## src/rtl/trivium_pkg.sv

```systemverilog
// Shared definitions for the Trivium stream controller.
//   state_t          controller state encoding
//   COND_*           FIFO fill-state encoding reported by both byte FIFOs
//   WARMUP_STEPS_DEF core steps between key/IV load and first keystream use
package trivium_pkg;

    typedef enum logic [2:0] {
        ST_IDLE,
        ST_LOAD,
        ST_WARMUP,
        ST_FETCH,
        ST_WAIT_STB,
        ST_EMIT
    } state_t;

    localparam logic [1:0] COND_EMPTY = 2'b00;
    localparam logic [1:0] COND_PART  = 2'b10;
    localparam logic [1:0] COND_FULL  = 2'b11;

    // 1152 warm-up bits at 8 bits per core step
    localparam int WARMUP_STEPS_DEF = 144;

endpackage

```

## src/rtl/trivium_stream_ctrl.sv

```systemverilog
// Session controller for byte-wide Trivium encryption between two byte FIFOs.
// Loads and warms up the keystream core, then moves plaintext bytes from the
// input FIFO through an XOR with the keystream into the output FIFO.
//
// Ports
//   clk, rst        clock; asynchronous active-low reset
//   start, stop     one-cycle session start / stop pulses
//   in_dout         input FIFO data (registered by the FIFO after its strobe)
//   in_read_stb     input FIFO read strobe (timing is fixed, not consumed)
//   in_condition    input FIFO fill state
//   in_read         input FIFO read request
//   out_din         ciphertext byte, out_write qualifies it
//   out_write       output FIFO write enable
//   out_condition   output FIFO fill state
//   core_load       load key/IV into the core
//   core_step       advance the core by one byte
//   core_ks         current keystream byte from the core
//   busy            session active (state not IDLE)
//   ready           warm-up complete, session running
//   byte_count      ciphertext bytes emitted this session (wraps)
//
// state     | meaning
// ----------+--------------------------------------------------------
// IDLE      | no session; waiting for start
// LOAD      | key/IV loaded into the core this cycle
// WARMUP    | core stepped every cycle, discarding keystream
// FETCH     | request a byte when input has data and output has room
// WAIT_STB  | FIFO presents the byte; it is registered at cycle end
// EMIT      | write plaintext ^ keystream, consume the keystream byte
module trivium_stream_ctrl
    import trivium_pkg::*;
#(
    parameter int WARMUP_STEPS = WARMUP_STEPS_DEF,
    parameter int CNT_W        = 16
) (
    input  logic             clk,
    input  logic             rst,
    input  logic             start,
    input  logic             stop,
    input  logic [7:0]       in_dout,
    input  logic             in_read_stb,
    input  logic [1:0]       in_condition,
    output logic             in_read,
    output logic [7:0]       out_din,
    output logic             out_write,
    input  logic [1:0]       out_condition,
    output logic             core_load,
    output logic             core_step,
    input  logic [7:0]       core_ks,
    output logic             busy,
    output logic             ready,
    output logic [CNT_W-1:0] byte_count
);

    state_t           r_state;
    logic             r_ready;
    logic             r_stop_pend;
    logic [7:0]       r_warm_cnt;
    logic [CNT_W-1:0] r_byte_count;

    logic             w_can_read;
    logic             w_unused_stb;

    // The FIFO always answers a request one cycle later, so the strobe
    // carries no information the state sequence does not already have.
    assign w_unused_stb = in_read_stb;

    assign w_can_read = (in_condition != COND_EMPTY) &&
                        (out_condition != COND_FULL);

    always_ff @(posedge clk or negedge rst) begin
        if (!rst) begin
            r_state      <= ST_IDLE;
            r_ready      <= 1'b0;
            r_stop_pend  <= 1'b0;
            r_warm_cnt   <= 8'd0;
            r_byte_count <= '0;
        end else begin
            // A stop is only remembered here; it is acted on at FETCH so a
            // byte already requested from the FIFO always completes.
            if (stop && (r_state != ST_IDLE)) begin
                r_stop_pend <= 1'b1;
            end

            case (r_state)
                ST_IDLE: begin
                    if (start) begin
                        r_state      <= ST_LOAD;
                        r_byte_count <= '0;
                        r_stop_pend  <= 1'b0;
                        r_warm_cnt   <= 8'd0;
                    end
                end
                ST_LOAD: begin
                    // Terminal count 0 is reached on the last warm-up cycle
                    r_warm_cnt <= 8'(WARMUP_STEPS - 1);
                    r_state    <= ST_WARMUP;
                end
                ST_WARMUP: begin
                    if (r_warm_cnt == 8'd0) begin
                        r_state <= ST_FETCH;
                        r_ready <= 1'b1;
                    end else begin
                        r_warm_cnt <= r_warm_cnt - 8'd1;
                    end
                end
                ST_FETCH: begin
                    if (r_stop_pend) begin
                        r_state     <= ST_IDLE;
                        r_ready     <= 1'b0;
                        r_stop_pend <= 1'b0;
                    end else if (w_can_read) begin
                        r_state <= ST_WAIT_STB;
                    end
                end
                ST_WAIT_STB: begin
                    r_state <= ST_EMIT;
                end
                ST_EMIT: begin
                    r_byte_count <= r_byte_count + 1'b1;
                    r_state      <= ST_FETCH;
                end
                default: begin
                    r_state <= ST_IDLE;
                end
            endcase
        end
    end

    assign in_read    = (r_state == ST_FETCH) && !r_stop_pend && w_can_read;
    assign out_write  = (r_state == ST_EMIT);
    assign core_load  = (r_state == ST_LOAD);
    assign core_step  = (r_state == ST_WARMUP) || (r_state == ST_EMIT);
    assign out_din    = (r_state == ST_EMIT) ? (in_dout ^ core_ks) : 8'h00;
    assign busy       = (r_state != ST_IDLE);
    assign ready      = r_ready;
    assign byte_count = r_byte_count;

endmodule

```

## config.mk

```make
export PLATFORM = sky130hd
export DESIGN_NAME = trivium_stream_ctrl
export DESIGN_NICKNAME = d
export VERILOG_FILES = /design/src/rtl/trivium_pkg.sv /design/src/rtl/trivium_stream_ctrl.sv
export SDC_FILE = /design/constraint.sdc
export NUM_CORES = 1
export LEC_CHECK = 0
export CAP_MARGIN = 30
export CORE_MARGIN = 3
export CORE_UTILIZATION = 39
export DETAILED_ROUTE_END_ITERATION = 12
export PLACE_DENSITY = 0.82
export SYNTH_ARGS = -nofsm -noshare
export SYNTH_HDL_FRONTEND = slang
export SYNTH_SLANG_ARGS = --single-unit
```

## constraint.sdc

```tcl
create_clock -name clk -period 1.6 [get_ports clk]
set_input_delay 0.4 -clock clk [delete_from_list [all_inputs] [get_ports clk]]
set_output_delay 0.4 -clock clk [all_outputs]
set_load 0.01 [all_outputs]
```

# Yosys cells after proc, flatten, opt, wreduce, memory -nomap -nowiden
# Index checks and enable logic that the tools add are counted.
[totals]
regBits = 29
input_bits = 25
output_inout_bits = 30
wordCells = 54
[classes]
n_addsub = 2
n_eq_ne = 11
mux = 18
bitwise = 1
n_reduce_logical = 17
[ops]
columns = ["cell", "count"]
rows = [
  ["16-bit case mux with 2 select lines", 1],
  ["8-bit two-way mux", 3],
  ["8-bit case mux with 3 select lines", 1],
  ["3-bit case mux with 6 select lines", 1],
  ["16-bit by 1-bit adder with 16-bit output (second input constant)", 1],
  ["16-bit two-way mux", 1],
  ["3-bit two-way mux", 4],
  ["2-bit inequality test (second input constant)", 5],
  ["3-bit AND reduction", 3],
  ["8-bit logical NOT", 1],
  ["8-bit by 1-bit subtractor with 8-bit output (second input constant)", 1],
  ["8-bit XOR", 1],
  ["3-bit by 2-bit equality test with 1-bit output (second input constant)", 2],
  ["3-bit equality test (second input constant)", 2],
  ["2-bit nonzero test", 3],
  ["3-bit nonzero test", 2],
  ["1-bit two-way mux", 5],
  ["1-bit logical AND", 4],
  ["1-bit case mux with 2 select lines", 2],
  ["3-bit by 1-bit equality test with 1-bit output (second input constant)", 1],
  ["3-bit logical NOT", 1],
  ["3-bit inequality test (second input constant)", 1],
  ["2-bit AND reduction", 1],
  ["1-bit logical NOT", 1],
  ["1-bit logical OR", 1],
]

# Longest topological paths before layout
[logic_depth]
depth_word = 5
mapped_depth = 6
mapped_depth_nobuf = 6

# Worst setup path before layout
# OpenSTA, ideal clock, no wires.
[synth_timing]
path_type = "reg2reg"
startpoint = "register r_warm_cnt[0]"
endpoint = "register r_warm_cnt[0]"
arrival_ns = 1.646
setup_slack_ns = -0.171
stages_incl_launch_ff = 7
period_less_slack_ns = 1.771
cell_sequence = "dfrtp_1 > inv_1 > ha_1 > or4b_4 > nor2b_4 > o21ai_2 > mux2_4"
[synth_via]
elab_chain_len = 3
elab_cells_between_ends = 6
[synth_rtl]
columns = ["item", "line", "rtl"]
rows = [
  ["start: declaration", "trivium_stream_ctrl.sv:58", "logic [7:0] r_warm_cnt;"],
  ["start signal: assignment", "trivium_stream_ctrl.sv:96", "r_warm_cnt <= 8'(WARMUP_STEPS - 1);"],
  ["start signal: assignment", "trivium_stream_ctrl.sv:104", "r_warm_cnt <= r_warm_cnt - 8'd1;"],
  ["8-bit by 1-bit subtractor with 8-bit output / 8-bit logical NOT (equally long branches)", "trivium_stream_ctrl.sv:104, trivium_stream_ctrl.sv:100", ""],
  ["8-bit two-way mux / 2-bit inequality test (equally long branches)", "n/a", ""],
  ["8-bit case mux with 3 select lines / 3-bit AND reduction (equally long branches)", "n/a", ""],
]
# Parallel ways exist; a longest one is shown, timed or not. The select of a mux whose other input is x is not followed.
# A chain may end at the register's enable or synchronous reset.

# Worst setup path in the final report
[layout_timing]
startpoint = "register r_warm_cnt[0]"
endpoint = "register r_warm_cnt[7]"
# Same word-level chain as after synthesis.

==> key figures <==
Layout
  • Fillers: about 240
  • Multi-input logic area: approximately 1200 sq um
  • Area Overhead vs Synth: 82.9%
  • Commonest non-fill, non-tap cells in the layout: 45 x buf_4, 27 x dfrtp_1, 22 x buf_6, 19 x clkdlybuf4s50_1
  • Antenna diode count: 0
  • Net count, final: 345
  • Register area: 728 sq um
  • Share of cells above drive strength 1: about 44%
  • Most common cell after layout, fill and taps aside: buf_4

Detailed routing
  • Via density: 5.63
  • Drt first pass iters: 4
  • Post-Route WL: roughly 6.6 mm
  • Routed vias: around 2.1k
  • DRC violations left: 0
  • DRT iter0 DRCs: around 120
  • Wire per inst: roughly 18 um
  • Antenna-violating nets left: 0

Worst setup path
  • Crit path required time: 1770 ps
  • Critical path class: reg -> reg
  • Critical R2R Launch: r_warm_cnt[0]
  • Nature of the critical path endpoint: flip-flop
  • Reg2Reg Setup Slack: -280 ps
  • Worst setup SP type: flip-flop
  • Data arrival time of the worst path: roughly 2100 ps
  • Crit Reg-Reg Endpoint: r_warm_cnt[7]
  • Worst r2r path cells: 6
  • Critical path peak fanout: 3

Logic synthesis
  • Post-synth EDFFs: 0
  • Top FF cell, synth: dfrtp_1
  • Yosys warns: 0
  • Mapped Cells: about 200
  • FF+latch count, synth: 29
  • Yosys cell types: 44
  • Sequential element share of the synthesized area: 41.0%
  • Syn Area/Cell: just under 9 sq um
  • Mapped cell area: 1770 sq um
  • Syn_nets: roughly 230
  • Asr flop ratio synth: 100%

CTS
  • Num CTS Buffers: 5
  • H-tree levels: 2
  • Clock Root Buffer: clkbuf_8
  • Worst-path clk slew: 70 ps
  • Worst-Skew Late Latency: slightly below 300 ps
  • CTS Buffer Depth: 2
  • CTS tree: built
  • Clock sinks: 29

Timing
  • Tcrit/Tclk final: 118%
  • Clock skew: approximately 3.8 ps
  • Final setup fails: 33
  • Post-route setup TNS: -3470 ps
  • Slew @ Worst Pin: approximately 360 ps
  • Post-layout minimum cycle time: approximately 1900 ps
  • Final worst setup slack: -281 ps
  • Slew HR: between 70% and 80%
  • Highest Clock Rate: between 0.5 and 0.6 GHz
  • Final Hold Vio Count: 0
  • Max-slew violations: 0
  • RSZ-0062 raised after global routing: true

Global route
  • GR Util All Layers: a little under a quarter
  • Global-route wire length before repair: 9.47 mm
  • Grt ovf: 0
  • Vias in the first global route: 2,045
  • Largest net degree at the start of global routing: 30
  • Initial antenna violation count: 0

Placed design
  • Input/output buffers: 53
  • Post-DP HPWL: ~3.6 mm
  • GPL Wtd Cong: just under 0.9

Run status
  • Status: complete, but fails checks
  • Failing checks: negative setup slack

Power
  • PD cells: roughly 1500 nW/um^2
  • LEAKAGE: roughly 0.0017 uW
  • Max VDD drop: approximately 1.0 mV
  • Total Power: just under 5000 uW

Floorplan
  • Core area: approximately 4200 sq um
  • Initial Util: between 40% and 50%
  • # IOs: 55
  • DIE AREA: 5380 sq um
  • # rows: 23
  • DIE HEIGHT: 73.3 um
  • Die Wd: approximately 73 um

Run
  • Max-cap violations: 0

Hold path
  • Hold crit path type: in -> async
state kept, by name (all words and copies together) (netlist names):
| name | cells |
|---|---|
| byte_count | 16 |
| r_warm_cnt | 8 |
| r_state | 3 |
| r_stop_pend | 1 |
| ready | 1 |
metrics by stage:
| stage | area (sq um) | instances | hold slack (ps) | util (%) | worst slack (ps) |
|---|---|---|---|---|---|
| 2_1_floorplan | 1770 | 199 | 104 | - | -171 |
| 3_3_place_gp | 2640 | 335 | 458 | 63.3 | -608 |
| 3_5_place_dp | 2640 | 335 | 469 | 63.3 | -667 |
| 4_1_cts | 2990 | 361 | 476 | 71.7 | -247 |
| 5_1_grt | 3230 | 368 | 474 | 77.5 | -349 |
| 6_report | 3230 | 368 | 464 | 77.5 | -281 |
report_power, final:
group          internal, uW  switching (uW)
logic                  1540            1360
clock network           508             318
registers               921             223
total                  2970            1900
kinds of logic (layout without fill, tap and decap cells):
logic type                 count (synthesis)  in the layout  share of synthesized area [%]
adders and majority gates                  3              3                           2.12
DFF                                       29             29                           41.0
xor gates and xnor gates                   8              8                           3.96
AOI/OAI and AO/OA                         52             52                           18.9
and+or+nand+nor                           84             84                           25.1
buffers and inverters                     14            133                           3.18
muxes                                      9              9                           5.66
critical path, cell delays in order (launching register included):
cell and delay (ps):
dfrtp_1 390, inv_2 90, ha_4 130, or4b_4 510, o41ai_4 280, a22oi_1 150
o32a_1 200
what timing repair did:
| action | 4_1_cts | 5_1_grt |
|---|---|---|
| endpoints found under the hold margin | 0 | 0 |
| gates cloned | 1 | 0 |
| hold buffers | 0 | 0 |
| setup endpoints to repair | 55 | 43 |
| resized for setup | 121 | 52 |
| pin swaps | 19 | 18 |
| buffers inserted | 18 | 10 |
per-layer routing:
metal	up-vias	global-route usage, %	share of wire (%)
met2	79	39.9	54
li1	955	-	-
met4	0	8.65	3.5
met1	1012	26.5	37
met5	-	0	0
met3	24	5.34	4.8
layout make-up:
cell class	count	area share, %
multi-input cells	156	37.5
repair buffers	117	33.3
flip-flops and latches	29	22.5
clock buffers	7	2.67
well taps	50	1.93
inverters	8	1.08
clock inverters	1	0.928
synth_stat cells, types with 2 or more instances:
library cell	count	area (sq um)
a21oi_1	9	45.0
nand4_1	5	31.3
nand3b_1	2	15.0
a31oi_1	4	25.0
ha_1	3	37.5
clkbuf_1	3	11.3
a21o_1	2	15.0
buf_2	3	15.0
nor2b_1	4	25.0
inv_1	7	26.3
and3_1	5	31.3
xnor2_1	8	70.1
nand3_1	8	40.0
o21ai_0	21	105
o21ai_1	3	15.0
o22a_1	2	17.5
nor2_1	15	56.3
nand2_1	26	97.6
o31ai_1	2	15.0
nor3_1	6	30.0
mux2_4	2	30.0
mux2i_1	7	70.1
and2_1	3	18.8
dfrtp_1	29	726
worst max-delay path by stage:
stage | startpoint | endpoint | slack (ps) | depth (start not counted)
3_3_place_gp | in_condition[1] | in_read | -610 | 4
2_1_floorplan | r_warm_cnt[0] | r_warm_cnt[0] | -170 | 6
6_report | r_warm_cnt[0] | r_warm_cnt[7] | -280 | 6
3_5_place_dp | in_condition[1] | in_read | -670 | 4
4_1_cts | r_warm_cnt[0] | r_warm_cnt[7] | -250 | 6
5_1_grt | r_warm_cnt[0] | r_warm_cnt[7] | -350 | 6
Power figures use the tool's default switching activity.
